===== src/rtl/periph_timer.sv =====
// Memory-mapped down-counting timer with prescaler, auto-reload,
// a sticky expiry flag and a free-running cycle counter.
module periph_timer #(
  parameter int INT_LINE = 0,
  parameter int PRESC_W  = 16
) (
  input  logic        clk,
  input  logic        rst,
  input  logic        we_i,
  input  logic [31:0] addr_i,
  input  logic [31:0] data_i,
  output logic [31:0] data_o,
  output logic [5:0]  int_o
);

  typedef enum logic [1:0] {
    IDLE,
    RUN,
    DONE
  } state_t;

  state_t state_q, state_d;

  logic               auto_q, ie_q;
  logic               exp_q, exp_d, exp_set;
  logic [31:0]        load_q, cycle_q;
  logic [31:0]        count_q, count_d;
  logic [PRESC_W-1:0] presc_q;
  logic [PRESC_W-1:0] pcnt_q, pcnt_d;
  logic [2:0]         off;
  logic               wr_ctrl, wr_load, wr_stat, wr_presc;
  logic               tick;
  logic               unused;

  assign off      = addr_i[4:2];
  assign unused   = ^{addr_i[31:5], addr_i[1:0]};
  assign wr_ctrl  = we_i && (off == 3'd0);
  assign wr_load  = we_i && (off == 3'd1);
  assign wr_stat  = we_i && (off == 3'd3);
  assign wr_presc = we_i && (off == 3'd4);
  assign tick     = (state_q == RUN) && (pcnt_q == presc_q);

  always_comb begin
    state_d = state_q;
    count_d = count_q;
    pcnt_d  = pcnt_q;
    exp_set = 1'b0;
    if (state_q == RUN) begin
      pcnt_d = tick ? '0 : pcnt_q + PRESC_W'(1);
      if (tick) begin
        if (count_q > 32'd1) begin
          count_d = count_q - 32'd1;
        end else begin
          exp_set = 1'b1;
          if (auto_q) begin
            count_d = load_q;
          end else begin
            count_d = '0;
            state_d = DONE;
          end
        end
      end
    end
    // CTRL writes override the tick; a stop freezes count and prescaler.
    if (wr_ctrl) begin
      if (data_i[0]) begin
        state_d = RUN;
        count_d = load_q;
        pcnt_d  = '0;
      end else begin
        state_d = IDLE;
        count_d = count_q;
        pcnt_d  = pcnt_q;
      end
    end
    exp_d = exp_set | (exp_q & ~(wr_stat & data_i[0]));
  end

  always_ff @(posedge clk) begin
    if (rst) begin
      state_q <= IDLE;
      auto_q  <= 1'b0;
      ie_q    <= 1'b0;
      exp_q   <= 1'b0;
      load_q  <= '0;
      count_q <= '0;
      presc_q <= '0;
      pcnt_q  <= '0;
      cycle_q <= '0;
    end else begin
      state_q <= state_d;
      count_q <= count_d;
      pcnt_q  <= pcnt_d;
      exp_q   <= exp_d;
      cycle_q <= cycle_q + 32'd1;
      if (wr_ctrl) begin
        auto_q <= data_i[1];
        ie_q   <= data_i[2];
      end
      if (wr_load) begin
        load_q <= data_i;
      end
      if (wr_presc) begin
        presc_q <= data_i[PRESC_W-1:0];
      end
    end
  end

  always_comb begin
    data_o = '0;
    unique case (off)
      3'd0: data_o = {29'd0, ie_q, auto_q, state_q == RUN};
      3'd1: data_o = load_q;
      3'd2: data_o = count_q;
      3'd3: data_o = {31'd0, exp_q};
      3'd4: data_o[PRESC_W-1:0] = presc_q;
      3'd5: data_o = cycle_q;
      default: data_o = '0;
    endcase
  end

  always_comb begin
    int_o = '0;
    int_o[INT_LINE] = exp_q & ie_q;
  end

endmodule


===== config.mk =====
export PLATFORM = sky130hd
export DESIGN_NAME = periph_timer
export DESIGN_NICKNAME = d
export VERILOG_FILES = /design/src/rtl/periph_timer.sv
export SDC_FILE = /design/constraint.sdc
export NUM_CORES = 1
export LEC_CHECK = 0
export BUFFER_PORTS_ARGS = -buffer_cell sky130_fd_sc_hd__buf_2
export CAP_MARGIN = 15
export CORE_ASPECT_RATIO = 1.25
export CORE_MARGIN = 5
export CORE_UTILIZATION = 55
export DETAILED_ROUTE_END_ITERATION = 12
export PLACE_DENSITY_LB_ADDON = 0.05
export SETUP_SLACK_MARGIN = 0.1
export SYNTH_ARGS = -nofsm -noshare
export SYNTH_HDL_FRONTEND = slang
export SYNTH_SLANG_ARGS = --single-unit
export TNS_END_PERCENT = 5

===== constraint.sdc =====
create_clock -name clk -period 5.6 [get_ports clk]
set_input_delay 1.12 -clock clk [delete_from_list [all_inputs] [get_ports clk]]
set_output_delay 1.12 -clock clk [all_outputs]
set_load 0.01 [all_outputs]

==> run_results.csv, run 1 <==
group,metric,value,unit
logic_synthesis,synth_async_sr_flop_share,0,%
sta,period_share,78.3,%
floorplanning,die-area,15200,um^2
detailed_routing,drc,0,
clock_tree,clock_latency,430,ps
detailed_routing,routed-via-count,6773,
critical_path,path_max_fanout,43,
clock_tree,cts-root-buf,"clkbuf_16",
detailed_routing,ant_nets,0,
placement,placed_cell_area,7480,um^2
placement,portBuffers,70,
sta,fmax,228,MHz
logic_synthesis,ys_warn_count,0,
detailed_routing,drt-pass1-iter-count,6,
clock_tree,clock_sinks,133,
floorplanning,fp.dieH,137,um
logic_synthesis,synth_seq_cells,133,
layout,antenna_cells,0,
power,p_leak,3.16,nW
sta,worstMarginPinSlew,1130,ps
critical_path,r2r_cells,7,
logic_synthesis,synth_flop_cell,"dfxtp_1",
critical_path,r2r-end,"count_q[0]",
logic_synthesis,synth_edf_count,0,
critical_path,worstSetupPathType,"input port to primary output",
critical_path,setup.worst_path.start_class,"input port",
logic_synthesis,synth_xor_area_share,7.81,%
logic_synthesis,ys_seq_area_share,37.7,%
critical_path,cp-end-kind,"primary output",
critical_path,cpMostUsedCell,"buf_2",
detailed_routing,wl_per_cell,18.5,um
layout,drive_gt1_share,15.5,%
clock_tree,cts_max_level,4,
layout,final_area,8150,um^2
global_route,antenna_found_initial,0,
placement,place_ws,1280,ps
clock_tree,cts_tree,"built",
job,cap_violations,0,
worst_hold_path,min_path_cells,2,
critical_path,cp_cell_sequence,"buf_2 > nor3_2 > buf_4 > nand2_1 > o21ai_0 > buf_2",
power,power,2.59,mW
logic_synthesis,netlist.area_leader.share,37.7,%
worst_hold_path,hp-start,"count_q[31]",
layout,layout_common_cells,"nand2_1 (176), dfxtp_1 (133), nor2_1 (88), a21oi_1 (72), buf_2 (69)",
detailed_routing,vias_per_cell,6.03,
floorplanning,die_w,111,um
power,powerDensity,317,nW/um^2
critical_path,worstPathArrival,3260,ps
logic_synthesis,synth_compound_area_share,17.9,%
logic_synthesis,synth_cells,901,
logic_synthesis,post-synth-top-area-cell,"dfxtp_1",
global_route,grt_pass1_vias,6699,
clock_tree,cts_setup_buffers,0,
global_route,grt_max_degree,90,
logic_synthesis,synth_adder_area_share,0.708,%
placement,hpwlAfterDp,14600,um
critical_path,crit_family,"simple AND/OR/NAND/NOR gates",
sta,final.setup_skew,7.21,ps
layout,fin_util,64.4,%
detailed_routing,drt_iter0_drc,649,
global_route,overflow,0,
power,ir_drop,0.000224,V
placement,place.gp.congestion,0.889,
critical_path,cpPeakStageDelay,960,ps
sta,fin_crit,4380,ps
critical_path,crit_slowest_cell,"nor3_2",
logic_synthesis,synth_top_family_by_area,"simple AND/OR/NAND/NOR gates",
clock_tree,clk_path_buf_depth,2,
floorplanning,io_pins,105,
critical_path,crit_buf_inv,3,
sta,maxSlewHeadroom,24.8,%
sta,hold_viol,0,
worst_hold_path,whs_endpoint,"count_q[31]",
clock_tree,ctsHoldBuffers,0,
clock_tree,cts-buffers-inserted,17,
logic_synthesis,synth_simple_gate_area_share,25.3,%
layout,nets,1014,
floorplanning,rows,46,
sta,grt_setup_unrepaired,"no",
layout,final_common_cell,"nand2_1",
sta,setup_viol,0,
sta,slew_viol_final,0,
logic_synthesis,yosys-mux-area-fraction,6.00,%
logic_synthesis,synth_cell_type_count,60,
floorplanning,initial_core_util,55.8,%
sta,setup_ws,1220,ps
global_route,grt_pass1_wl,33700,um
logic_synthesis,syn-cell-area,7060,um^2
clock_tree,ctsResizeCount,0,
detailed_routing,wirelength,20800,um
global_route,track_usage,27.3,%
floorplanning,core_area,12700,um^2
clock_tree,clkTransAtPathRegs,60,ps
critical_path,r2r_slack,2140,ps
logic_synthesis,syn_avg_cell_area,7.84,um^2
critical_path,rr_startpoint,"count_q[8]",
sta,final.setup.tns,0,ps
worst_hold_path,worstHoldPathType,"flop to flop",
layout,areaGrowthSynthToFinish,15.4,%
logic_synthesis,synthTopCellsByArea,"dfxtp_1 (38%), nand2_1 (9.4%), a21oi_1 (5.1%), nor2_1 (4.7%), xor2_1 (4.2%)",
status,status,"finished clean",
critical_path,required,4480,ps
==> kinds of logic after synthesis <==
| logic type | Yosys count |
|---|---|
| simple gates | 392 |
| compound gates | 194 |
| flops | 133 |
| buf+inv | 76 |
| xor+xnor | 63 |
| mux | 38 |
| fa+ha+maj | 4 |
| other cells | 1 |
==> how the worst max path moves through the flow <==
stage	slack [ps]	to	depth (start not counted)	startpoint
after floorplan	1950	data_o[10]	7	addr_i[3]
after global routing	1090	data_o[26]	7	addr_i[3]
final	1220	data_o[26]	6	addr_i[4]
after CTS	1240	data_o[26]	6	addr_i[4]
after detailed placement	1280	data_o[26]	6	addr_i[4]
after global placement	1310	data_o[26]	7	addr_i[3]
==> registers in the layout (all words and copies together), names as in the netlist <==
signal,flops
state_q,2
count_q,32
pcnt_q,16
auto_q,1
load_q,32
exp_q,1
ie_q,1
cycle_q,32
presc_q,16
==> synth_stat cells (all sizes together), types with 4 or more instances <==
cell / number
nand4: 21
nand3: 22
o31ai: 4
a22oi: 23
o32ai: 18
mux2i: 21
nor4: 13
a21oi: 72
or2: 5
a32oi: 8
nand2: 176
mux2: 15
a32o: 10
xor2: 34
nor2: 89
clkbuf: 43
or4: 5
nor3: 26
dfxtp: 133
or3: 10
ha: 4
xnor2: 29
buf: 18
inv: 15
and3: 13
o21ai: 38
==> worst reg2reg max path, cell delays in order, from the launching register on <==
cell and delay (ps):
dfxtp_1 350, or4_1 700, or2_1 330, nor4_4 820
nor2_2 360, buf_4 320, a221oi_1 340, a211oi_1 90
==> report_power, final <==
| group | switching, mW | leakage [nW] | total [mW] | internal (mW) |
|---|---|---|---|---|
| combinational | 0.219 | 1.77 | 0.341 | 0.123 |
| sequential | 0.0166 | 1.07 | 0.977 | 0.961 |
| clock | 0.424 | 0.323 | 1.27 | 0.845 |
| total | 0.659 | 3.16 | 2.59 | 1.93 |
==> layout make-up <==
type	instances	area, um^2
Clock buffer	19	443
Clock inverter	13	228
Fill cell	1093	4510
Inverter	15	56.3
Multi-Input combinational cell	696	4130
Sequential cell	133	2660
Tap cell	168	210
Timing Repair Buffer	80	428
==> stage by stage <==
step	cells	hold slack, ps
finish	1124	473
global route	1124	498
CTS	1124	475
detailed placement	1092	453
global placement	1092	450
floorplan	905	438
==> layer usage <==
layer	global-route usage [%]	part of all wire (%)	up-vias
li1	-	-	3268
met1	32.0	41	3233
met2	49.3	52	234
met3	6.10	5.6	38
met4	9.40	1.8	0
met5	0	0	-
Note: power is estimated with default switching activity, not from simulation.
==> run 2, diff against run 1 <==
ABC_AREA = 1   (was not set)
CORE_UTILIZATION = 53   (was 55)
clock period = 3.55 ns   (was 5.6 ns; I/O delays follow)
==> run_results.csv, run 2 <==
group,metric,value,unit
global_route,track_usage,29.3,%
critical_path,setup.worst_path.start_class,"input port",
layout,nets,1381,
logic_synthesis,post-synth-top-count-cell,"nand2_1",
clock_tree,ctsHoldBuffers,0,
critical_path,cp_cell_sequence,"buf_2 > inv_1 > nor2_1 > nand2_1 > inv_1 > a221oi_1 > o21ai_0 > buf_2",
layout,areaGrowthSynthToFinish,12.3,%
placement,hpwlAfterDp,19500,um
layout,top_regs,"count_q: 32 flops, cycle_q: 32 flops, load_q: 32 flops",
critical_path,worstPathArrival,2240,ps
power,power,3.70,mW
detailed_routing,vias_per_cell,5.63,
floorplanning,die_w,120,um
clock_tree,ctsResizeCount,0,
floorplanning,fp.dieH,147,um
clock_tree,cts_tree,"built",
detailed_routing,wl_per_cell,17.1,um
detailed_routing,wirelength,25700,um
critical_path,crit_family,"buffers and inverters",
sta,period_share,83.1,%
layout,layout_common_cells,"nand2_1 (291), nor2_1 (234), dfxtp_1 (133), inv_1 (126), o21ai_0 (83)",
logic_synthesis,syn-cell-area,8010,um^2
sta,fin_crit,2950,ps
clock_tree,cts_max_level,4,
logic_synthesis,synthTopCellsByArea,"dfxtp_1 (33%), nand2_1 (14%), nor2_1 (11%), inv_1 (6.0%), o21ai_0 (5.2%)",
layout,antenna_cells,0,
power,ir_drop,0.000249,V
power,powerDensity,412,nW/um^2
floorplanning,io_pins,105,
floorplanning,initial_core_util,53.8,%
sta,hold_viol,0,
critical_path,cp-end-kind,"primary output",
detailed_routing,routed-via-count,8470,
floorplanning,die-area,17700,um^2
power,netSwitchingFraction,25.7,%
power,comb_power_share,9.5,%
logic_synthesis,synth_edf_count,0,
sta,final.setup_skew,6.51,ps
placement,portBuffers,70,
placement,dpl.cell_count,1473,
critical_path,crit_slowest_cell,"a221oi_1",
critical_path,r2r_cells,13,
clock_tree,clock_latency,430,ps
critical_path,cpPeakStageDelay,420,ps
worst_hold_path,hp-start,"state_q[1]",
logic_synthesis,synthTopCellsByCount,"nand2_1 (291), nor2_1 (235), dfxtp_1 (133)",
global_route,overflow,0,
logic_synthesis,ys_seq_area_share,33.3,%
critical_path,worstSetupPathType,"input port to primary output",
critical_path,rr_startpoint,"count_q[0]",
layout,drive_gt1_share,12.4,%
global_route,grt_max_degree,45,
worst_hold_path,worstHoldPathType,"flop to flop",
floorplanning,core_area,14900,um^2
placement,place.gp.congestion,0.931,
layout,final_common_cell,"nand2_1",
clock_tree,clkTransAtPathRegs,60,ps
power,p_leak,4.10,nW
detailed_routing,drt_iter0_drc,657,
clock_tree,clock_sinks,133,
sta,final.setup.tns,0,ps
critical_path,crit_buf_inv,4,
critical_path,required,2840,ps
sta,fmax,339,MHz
logic_synthesis,syn_avg_cell_area,6.37,um^2
critical_path,crit_cells,8,
sta,setup_viol,0,
detailed_routing,drt-pass1-iter-count,7,
detailed_routing,drc,0,
logic_synthesis,netlist.area_leader.share,33.3,%
logic_synthesis,synth_async_sr_flop_share,0,%
clock_tree,clk_path_buf_depth,2,
layout,final_area,8990,um^2
global_route,grt_pass1_wl,41100,um
power,p_clk_share,48.8,%
power,seqPwrFrac,41.7,%
job,cap_violations,0,
critical_path,critPathLaunch,"addr_i[2]",
logic_synthesis,synth_cells,1257,
critical_path,path_max_fanout,9,
global_route,grt_pass1_vias,7889,
sta,slew_viol_final,0,
clock_tree,cts_setup_buffers,0,
logic_synthesis,synth_flop_cell,"dfxtp_1",
logic_synthesis,ys_warn_count,0,
worst_hold_path,min_path_cells,2,
sta,grt_setup_unrepaired,"no",
layout,final_cells,1505,
logic_synthesis,synth_seq_cells,133,
power,p_sw,950,uW
logic_synthesis,synth_cell_type_count,48,
critical_path,r2r_slack,1420,ps
sta,whs,461,ps
status,status,"finished clean",
clock_tree,cts-root-buf,"clkbuf_16",
power,internal-power,2.75,mW
placement,placed_cell_area,8390,um^2
global_route,antenna_found_initial,0,
logic_synthesis,post-synth-top-area-cell,"dfxtp_1",
layout,num-fill-cells,1501,
sta,worstMarginPinSlew,639,ps
floorplanning,rows,50,
clock_tree,cts-buffers-inserted,17,
sta,maxSlewHeadroom,57.3,%
detailed_routing,ant_nets,0,
==> run 2: changes by cell type after synthesis, sizes merged, moves of 25 or more <==
cell / before / now
nor2: 89 / 251
xnor2: 29 / 4
nand3: 22 / 83
inv: 15 / 136
nand2: 176 / 303
o21ai: 38 / 97
==> run 2: area by class of cell <==
class                   count  area, um^2  share of cell area [%]
multi-input cells         937        4530                    50.3
flip-flops and latches    133        2660                    29.6
inverters                 137         519                    5.78
clock buffers              24         502                    5.58
repair buffers             84         455                    5.07
well taps                 182         228                    2.53
clock inverters             8        96.3                    1.07
==> run 2: logic make-up after synthesis <==
family          Yosys count  synth area share [%]
simple gates            705                  38.4
fa+ha+maj                 4                 0.625
compound gates          196                  14.3
xor+xnor                 27                  2.95
other cells               1                0.0468
buf+inv                 191                  10.4
flops                   133                  33.3
==> run 2: metal layers <==
layer | vias to the layer above | part of all wire, % | track usage (%)
met5 | - | 0 | 0
met4 | 0 | 5.1 | 15.0
met3 | 80 | 5.4 | 4.06
met2 | 312 | 49 | 50.9
met1 | 3892 | 41 | 35.1
li1 | 4186 | - | -
==> run 2: tightest hold or removal path, delay by kind of cell, from the launching register on <==
family,cells,cell delay (ps)
DFF,1,300
buffers and inverters,1,60
AOI/OAI and AO/OA,1,60
==> run 2: stage by stage <==
| stage | util, % | setup WS, ps |
|---|---|---|
| 2_1_floorplan | - | 968 |
| 3_3_place_gp | 56.4 | 662 |
| 3_5_place_dp | 56.4 | 632 |
| 4_1_cts | 60.4 | 619 |
| 5_1_grt | 60.4 | 491 |
| 6_report | 60.4 | 601 |
==> run 2: worst paths after layout <==
| check | endpoint |
|---|---|
| setup / recovery | data_o[14] |
| hold / removal | state_q[1] |
| setup reg to reg | count_q[5] |
| hold reg to reg | state_q[1] |
==> run 2: power groups by stage <==
stage / logic (mW) / registers (mW) / clock network, mW
2_1_floorplan: 0.263 / 1.57 / 0
3_3_place_gp: 0.343 / 1.58 / 0
3_5_place_dp: 0.346 / 1.58 / 0
4_1_cts: 0.349 / 1.54 / 1.82
5_1_grt: 0.391 / 1.55 / 1.88
6_report: 0.352 / 1.54 / 1.80
